==> config.mk <==
export PLATFORM = sky130hd
export DESIGN_NAME = clk_ratio_monitor
export DESIGN_NICKNAME = d
export VERILOG_FILES = /design/src/rtl/clk_ratio_monitor.sv
export SDC_FILE = /design/constraint.sdc
export NUM_CORES = 1
export LEC_CHECK = 0
export CAP_MARGIN = 40
export CORE_MARGIN = 2
export CORE_UTILIZATION = 55
export CTS_CLUSTER_DIAMETER = 200
export CTS_CLUSTER_SIZE = 14
export DETAILED_ROUTE_END_ITERATION = 7
export GPL_TIMING_DRIVEN = 1
export PLACE_DENSITY = 0.79
export SETUP_SLACK_MARGIN = 0.05
export SYNTH_ARGS = -nofsm -noshare
export SYNTH_HDL_FRONTEND = slang
export SYNTH_SLANG_ARGS = --single-unit
==> constraint.sdc <==
create_clock -name clk100_mhz -period 3.3 [get_ports clk100_mhz]
set_clock_uncertainty 0.05 [all_clocks]
set_input_delay 0.33 -clock clk100_mhz [delete_from_list [all_inputs] [get_ports clk100_mhz]]
set_output_delay 0.33 -clock clk100_mhz [all_outputs]
set_load 0.01 [all_outputs]
==> src/rtl/clk_ratio_monitor.sv <==
// clk_ratio_monitor: brings a divided clock into the clk100_mhz domain as data,
// strobes its edges, measures its rise-to-rise period and tracks ratio lock.
module clk_ratio_monitor #(
  parameter int EXPECTED_PERIOD = 4,
  parameter int TOLERANCE       = 0,
  parameter int LOCK_COUNT      = 8,
  parameter int TIMEOUT         = 16,
  parameter int CNT_W           = 8
) (
  input  logic             clk100_mhz,
  input  logic             reset,
  input  logic             slow_clk,
  output logic             rise_pulse,
  output logic             fall_pulse,
  output logic [CNT_W-1:0] period,
  output logic             period_valid,
  output logic             locked,
  output logic             lost,
  output logic [15:0]      error_count
);

  localparam int GOOD_W = $clog2(LOCK_COUNT + 1);
  localparam logic [CNT_W-1:0]  CNT_MAX     = {CNT_W{1'b1}};
  localparam logic [CNT_W:0]    EXP_V       = (CNT_W+1)'(EXPECTED_PERIOD);
  localparam logic [CNT_W:0]    TOL_V       = (CNT_W+1)'(TOLERANCE);
  localparam logic [CNT_W-1:0]  TIMEOUT_PRE = CNT_W'(TIMEOUT - 1);
  localparam logic [GOOD_W-1:0] LOCK_V      = GOOD_W'(LOCK_COUNT);

  typedef enum logic [1:0] {
    IDLE    = 2'd0,
    ACQUIRE = 2'd1,
    LOCKED  = 2'd2,
    LOST    = 2'd3
  } state_e;

  logic              s1_q, s2_q, s3_q;
  logic              rise_evt, fall_evt;
  logic              rise_q, fall_q, pv_q, seen_rise_q;
  logic              locked_q, lost_q;
  logic [CNT_W-1:0]  cnt_q, cnt_d, period_q;
  logic [CNT_W:0]    cnt_ext, diff;
  logic              in_tol, timeout_evt, err_inc;
  logic [15:0]       err_q;
  logic [GOOD_W-1:0] good_q, good_d;
  state_e            state_q, state_d;

  assign rise_evt = s2_q & ~s3_q;
  assign fall_evt = ~s2_q & s3_q;

  assign cnt_ext = {1'b0, cnt_q};
  assign diff    = (cnt_ext >= EXP_V) ? (cnt_ext - EXP_V) : (EXP_V - cnt_ext);
  assign in_tol  = (diff <= TOL_V);

  // A saturated counter never increments, so it can never re-enter TIMEOUT.
  assign timeout_evt = ~rise_evt & (cnt_q == TIMEOUT_PRE) & (cnt_q != CNT_MAX);

  always_comb begin
    if (rise_evt) begin
      cnt_d = {{(CNT_W-1){1'b0}}, 1'b1};
    end else if (cnt_q != CNT_MAX) begin
      cnt_d = cnt_q + {{(CNT_W-1){1'b0}}, 1'b1};
    end else begin
      cnt_d = cnt_q;
    end
  end

  always_comb begin
    state_d = state_q;
    good_d  = good_q;
    err_inc = 1'b0;
    case (state_q)
      IDLE: begin
        if (rise_evt) begin
          state_d = ACQUIRE;
          good_d  = '0;
        end
      end
      ACQUIRE: begin
        if (rise_evt) begin
          if (in_tol) begin
            good_d = good_q + GOOD_W'(1);
            if (good_d == LOCK_V) begin
              state_d = LOCKED;
            end
          end else begin
            good_d  = '0;
            err_inc = 1'b1;
          end
        end else if (timeout_evt) begin
          err_inc = 1'b1;
          state_d = IDLE;
        end
      end
      LOCKED: begin
        if ((rise_evt & ~in_tol) | timeout_evt) begin
          err_inc = 1'b1;
          state_d = LOST;
        end
      end
      LOST: begin
        err_inc = (rise_evt & ~in_tol) | timeout_evt;
      end
      default: begin
        state_d = IDLE;
      end
    endcase
  end

  always_ff @(posedge clk100_mhz) begin
    if (reset) begin
      s1_q        <= 1'b0;
      s2_q        <= 1'b0;
      s3_q        <= 1'b0;
      rise_q      <= 1'b0;
      fall_q      <= 1'b0;
      pv_q        <= 1'b0;
      seen_rise_q <= 1'b0;
      cnt_q       <= '0;
      period_q    <= '0;
      state_q     <= IDLE;
      good_q      <= '0;
      locked_q    <= 1'b0;
      lost_q      <= 1'b0;
      err_q       <= 16'd0;
    end else begin
      s1_q        <= slow_clk;
      s2_q        <= s1_q;
      s3_q        <= s2_q;
      rise_q      <= rise_evt;
      fall_q      <= fall_evt;
      pv_q        <= rise_evt & seen_rise_q;
      seen_rise_q <= seen_rise_q | rise_evt;
      cnt_q       <= cnt_d;
      if (rise_evt) begin
        period_q <= cnt_q;
      end
      state_q     <= state_d;
      good_q      <= good_d;
      locked_q    <= (state_q == LOCKED);
      lost_q      <= (state_q == LOST);
      if (err_inc && (err_q != 16'hFFFF)) begin
        err_q <= err_q + 16'd1;
      end
    end
  end

  assign rise_pulse   = rise_q;
  assign fall_pulse   = fall_q;
  assign period       = period_q;
  assign period_valid = pv_q;
  assign locked       = locked_q;
  assign lost         = lost_q;
  assign error_count  = err_q;

endmodule

==> results.rst <==
.. list-table::
   :header-rows: 1

   * - Metric
     - Value
   * - Status
     - completed
   * - Post-CTS Setup Bufs
     - 0
   * - TNS Setup
     - 0 ns
   * - CTS Root Buffer Type
     - clkbuf_8
   * - Cell type with the highest aggregate area in the netlist
     - dfxtp_1
   * - Via density per instance
     - 5.941
   * - Via count of the routed design
     - 2109
   * - Starting density of the core
     - 57.18%
   * - Final standard cell area without fillers
     - 2963 sq um
   * - CP startpoint kind
     - flip-flop
   * - Routed wire length
     - 5103 um
   * - Finish-stage setup viols
     - 0
   * - Number of placement rows
     - 24
   * - Switching power
     - 0.2845 mW
   * - Antenna Nets Post-Route
     - 0
   * - Cell internal power dissipation
     - 0.9254 mW
   * - Maximum clock path buffer count
     - 2
   * - Critical path endpoint category
     - flip-flop
   * - Final Max Slew Viols
     - 0
   * - First-pass DRT Iterations
     - 5
   * - Synthesized netlist cell count
     - 274
   * - Port-buffer cells
     - 31
   * - Part of the Yosys area used for sequential elements
     - 37.79%
   * - Fin crit period
     - 2.928 ns
   * - Unrepaired setup endpoints after global routing
     - false
   * - Total power per unit cell area
     - 408.4 nW/um^2
   * - Arrival time worst endpoint
     - 3.07 ns
   * - Detail Placement HPWL
     - 3618 um
   * - Post-Place Setup Slack
     - 0.3206 ns
   * - Sequential share of power
     - 48.2%
   * - Total inserted antenna cells
     - 0
   * - Least setup slack across all paths after layout
     - 0.3721 ns
   * - Clock transition at the registers of the reported paths
     - 0.09 ns
   * - Required arrival time at the worst endpoint
     - 3.45 ns
   * - Global routing usage summed across all routing layers
     - 20.33%
   * - Post-synthesis to final-layout area growth
     - 18.99%
   * - Final clock period utilization by the worst path
     - 88.73%
   * - Type of the worst setup path
     - reg2reg
   * - Portion of total power attributed to combinational logic
     - 10.3%
   * - H-tree Lvls
     - 2
   * - DRC marker count from the first detailed-route iteration
     - 93
   * - RePlAce Congestion
     - 0.8659
   * - Number of library cell types mapped by synthesis
     - 60
   * - Leakage power
     - 1.085 nW
   * - Source-to-sink clock delay at the later pin of the worst-skew pair
     - 0.30 ns
   * - Tightest slew margin relative to the limit
     - 57.23%
   * - Share of synthesized flip-flops with an asynchronous set or reset
     - 0%
   * - Top flip-flop cell by instance count after synthesis
     - dfxtp_1
   * - Fraction of power spent switching nets
     - 23.51%
   * - Die height
     - 71.29 um
   * - Wire length of the first global-routing pass
     - 8404 um
   * - Number of enable flip-flop cells after synthesis
     - 0
   * - Initial antenna violation count
     - 0
   * - Number of sinks on the clock net
     - 47
   * - Number of global-route vias before repair
     - 1919
   * - Die Width
     - 71.29 um
   * - Area of the core region
     - 4354 sq um
   * - Warnings from Yosys
     - 0
   * - Critical Path Fanout Max
     - 15
   * - Top-area cell type share of the netlist area
     - 37.79%
   * - Slew at the pin closest to its max-slew limit
     - 0.6395 ns
   * - Mean area per synthesized cell
     - 9.087 sq um
   * - Die Area
     - 5082 sq um
   * - Top Ports
     - 32
   * - Number of nets in the final layout
     - 319
   * - Most area-consuming cells after synthesis
     - dfxtp_1 (38%), ha_1 (7.0%), a21oi_1 (3.4%)
   * - Final routed DRC violation total
     - 0
   * - Worst-case vdd ir drop
     - 0.0001714 V
   * - Number of CTS-inserted buffers
     - 5
   * - Final Hold Vio Count
     - 0
   * - Pin count of the biggest net entering global routing
     - 34
   * - Reported max-cap violation count
     - 0
   * - Global route overflow
     - 0
   * - Avg WL per Cell
     - 14.37 um
   * - Part of the power in the clock network
     - 41.5%
   * - TritonCTS clock tree
     - yes
   * - Total of flip-flops plus latches after synthesis
     - 47
   * - Maximum operating frequency
     - 0.3415 GHz
   * - Share of layout cells above drive strength 1
     - 10.56%
   * - Post-Synthesis Net Count
     - 291
   * - Post-detailed-placement cell area
     - 2825 sq um
   * - Type of the most critical hold path
     - reg2reg
   * - Cell area after synthesis
     - 2490 sq um
worst paths after layout:
kind	start	end	slack, ns	cells past startpoint
max	cnt_q[6]	error_count[5]	0.37	6
min reg2reg	s1_q	s2_q	0.40	1
min	s1_q	s2_q	0.40	1
max reg2reg	cnt_q[6]	error_count[5]	0.37	6
routing by layer:
layer	wire [um]	global-route usage, %	up-vias
li1	-	-	1067
met1	2442	26.49	1003
met2	2459	34.16	32
met3	142	4.219	7
met4	59	5.870	0
met5	0	0	-
layout by cell type (no fill, tap or decap), types with 3 or more instances in the layout:
master and instances:
dfxtp_1 47, and3_1 5, o31ai_1 9, a31oi_1 3
a22o_1 8, nor3_1 5, nand4_1 4, nand3_1 12
or4_1 7, or2_2 5, o21ai_1 3, o311ai_1 3
nor4_1 3, clkdlybuf4s50_1 31, ha_1 14, xnor2_1 5
buf_4 6, a21oi_1 17, nor2b_1 10, or3_1 3
nor2_1 21, o41ai_1 3, nand2_1 16, clkbuf_8 5
inv_1 11
final cells by class:
class,instances,area (sq um)
Multi-Input combinational cell,200,1424
Fill cell,356,1391
Sequential cell,47,940.9
Timing Repair Buffer,37,355.3
Clock buffer,5,68.82
Clock inverter,3,67.56
Tap cell,52,65.06
Inverter,11,41.29
power groups by stage:
stage | Sequential [mW] | Clock (mW) | Combinational, mW
floorplan | 0.595 | 0 | 0.101
global placement | 0.596 | 0 | 0.120
detailed placement | 0.597 | 0 | 0.122
CTS | 0.583 | 0.508 | 0.124
global route | 0.585 | 0.530 | 0.138
finish | 0.583 | 0.502 | 0.124
cells in the mapped netlist (all sizes together) (3+ instances only):
cell type / count
ha: 14
xnor2: 5
inv: 11
or4: 8
o41ai: 3
nor4: 5
a31oi: 3
nand3: 12
nand2: 16
and3: 5
o21ai: 6
a21oi: 19
nand4: 4
o31ai: 9
nor3: 5
clkbuf: 9
dfxtp: 47
nor2b: 10
mux2: 4
or2: 5
or3: 3
nor2: 21
o311ai: 3
a211oi: 3
buf: 7
a22o: 8
logic make-up (layout without fill, tap and decap cells):
logic type	after synthesis	count (layout)	share of synthesized area, %
buffers and inverters	27	56	5.075
adder cells (fa/ha/maj)	14	14	7.035
multiplexers	5	5	2.513
flip-flops	47	47	37.79
XOR/XNOR	6	6	2.111
AO/OA/AOI/OAI	69	69	21.56
AND/OR/NAND/NOR	106	106	23.92
metrics by stage:
stage | power, mW | hold WS [ns] | cells | utilization (%)
after floorplan | 0.6957 | 0.3547 | 274 | -
after global routing | 1.253 | 0.4208 | 355 | 68.05
after CTS | 1.215 | 0.4017 | 355 | 68.02
after global placement | 0.7165 | 0.3793 | 347 | 64.89
after detailed placement | 0.7190 | 0.3796 | 347 | 64.89
final | 1.210 | 0.3951 | 355 | 68.05
sequential cells by signal (all words and copies together), names as in the netlist:
name and cells:
cnt_q 8, error_count 16, fall_pulse 1, good_q 4
locked 1, lost 1, period 8, period_valid 1
rise_pulse 1, s1_q 1, s2_q 1, s3_q 1
seen_rise_q 1, state_q 2
critical path, cell delays in order, from the launching register on:
cell,delay (ns)
dfxtp_1,0.42
or4_4,0.63
a2111oi_4,0.43
o21ai_2,0.18
a211oi_4,0.62
nor4_1,0.15
mux2_1,0.33
what timing repair did:
| item | CTS | global route |
|---|---|---|
| resized for setup | 0 | 1 |
| hold buffers | 0 | 0 |
| setup endpoints to repair | 0 | 10 |
Note: power is estimated with default switching activity, not from simulation.
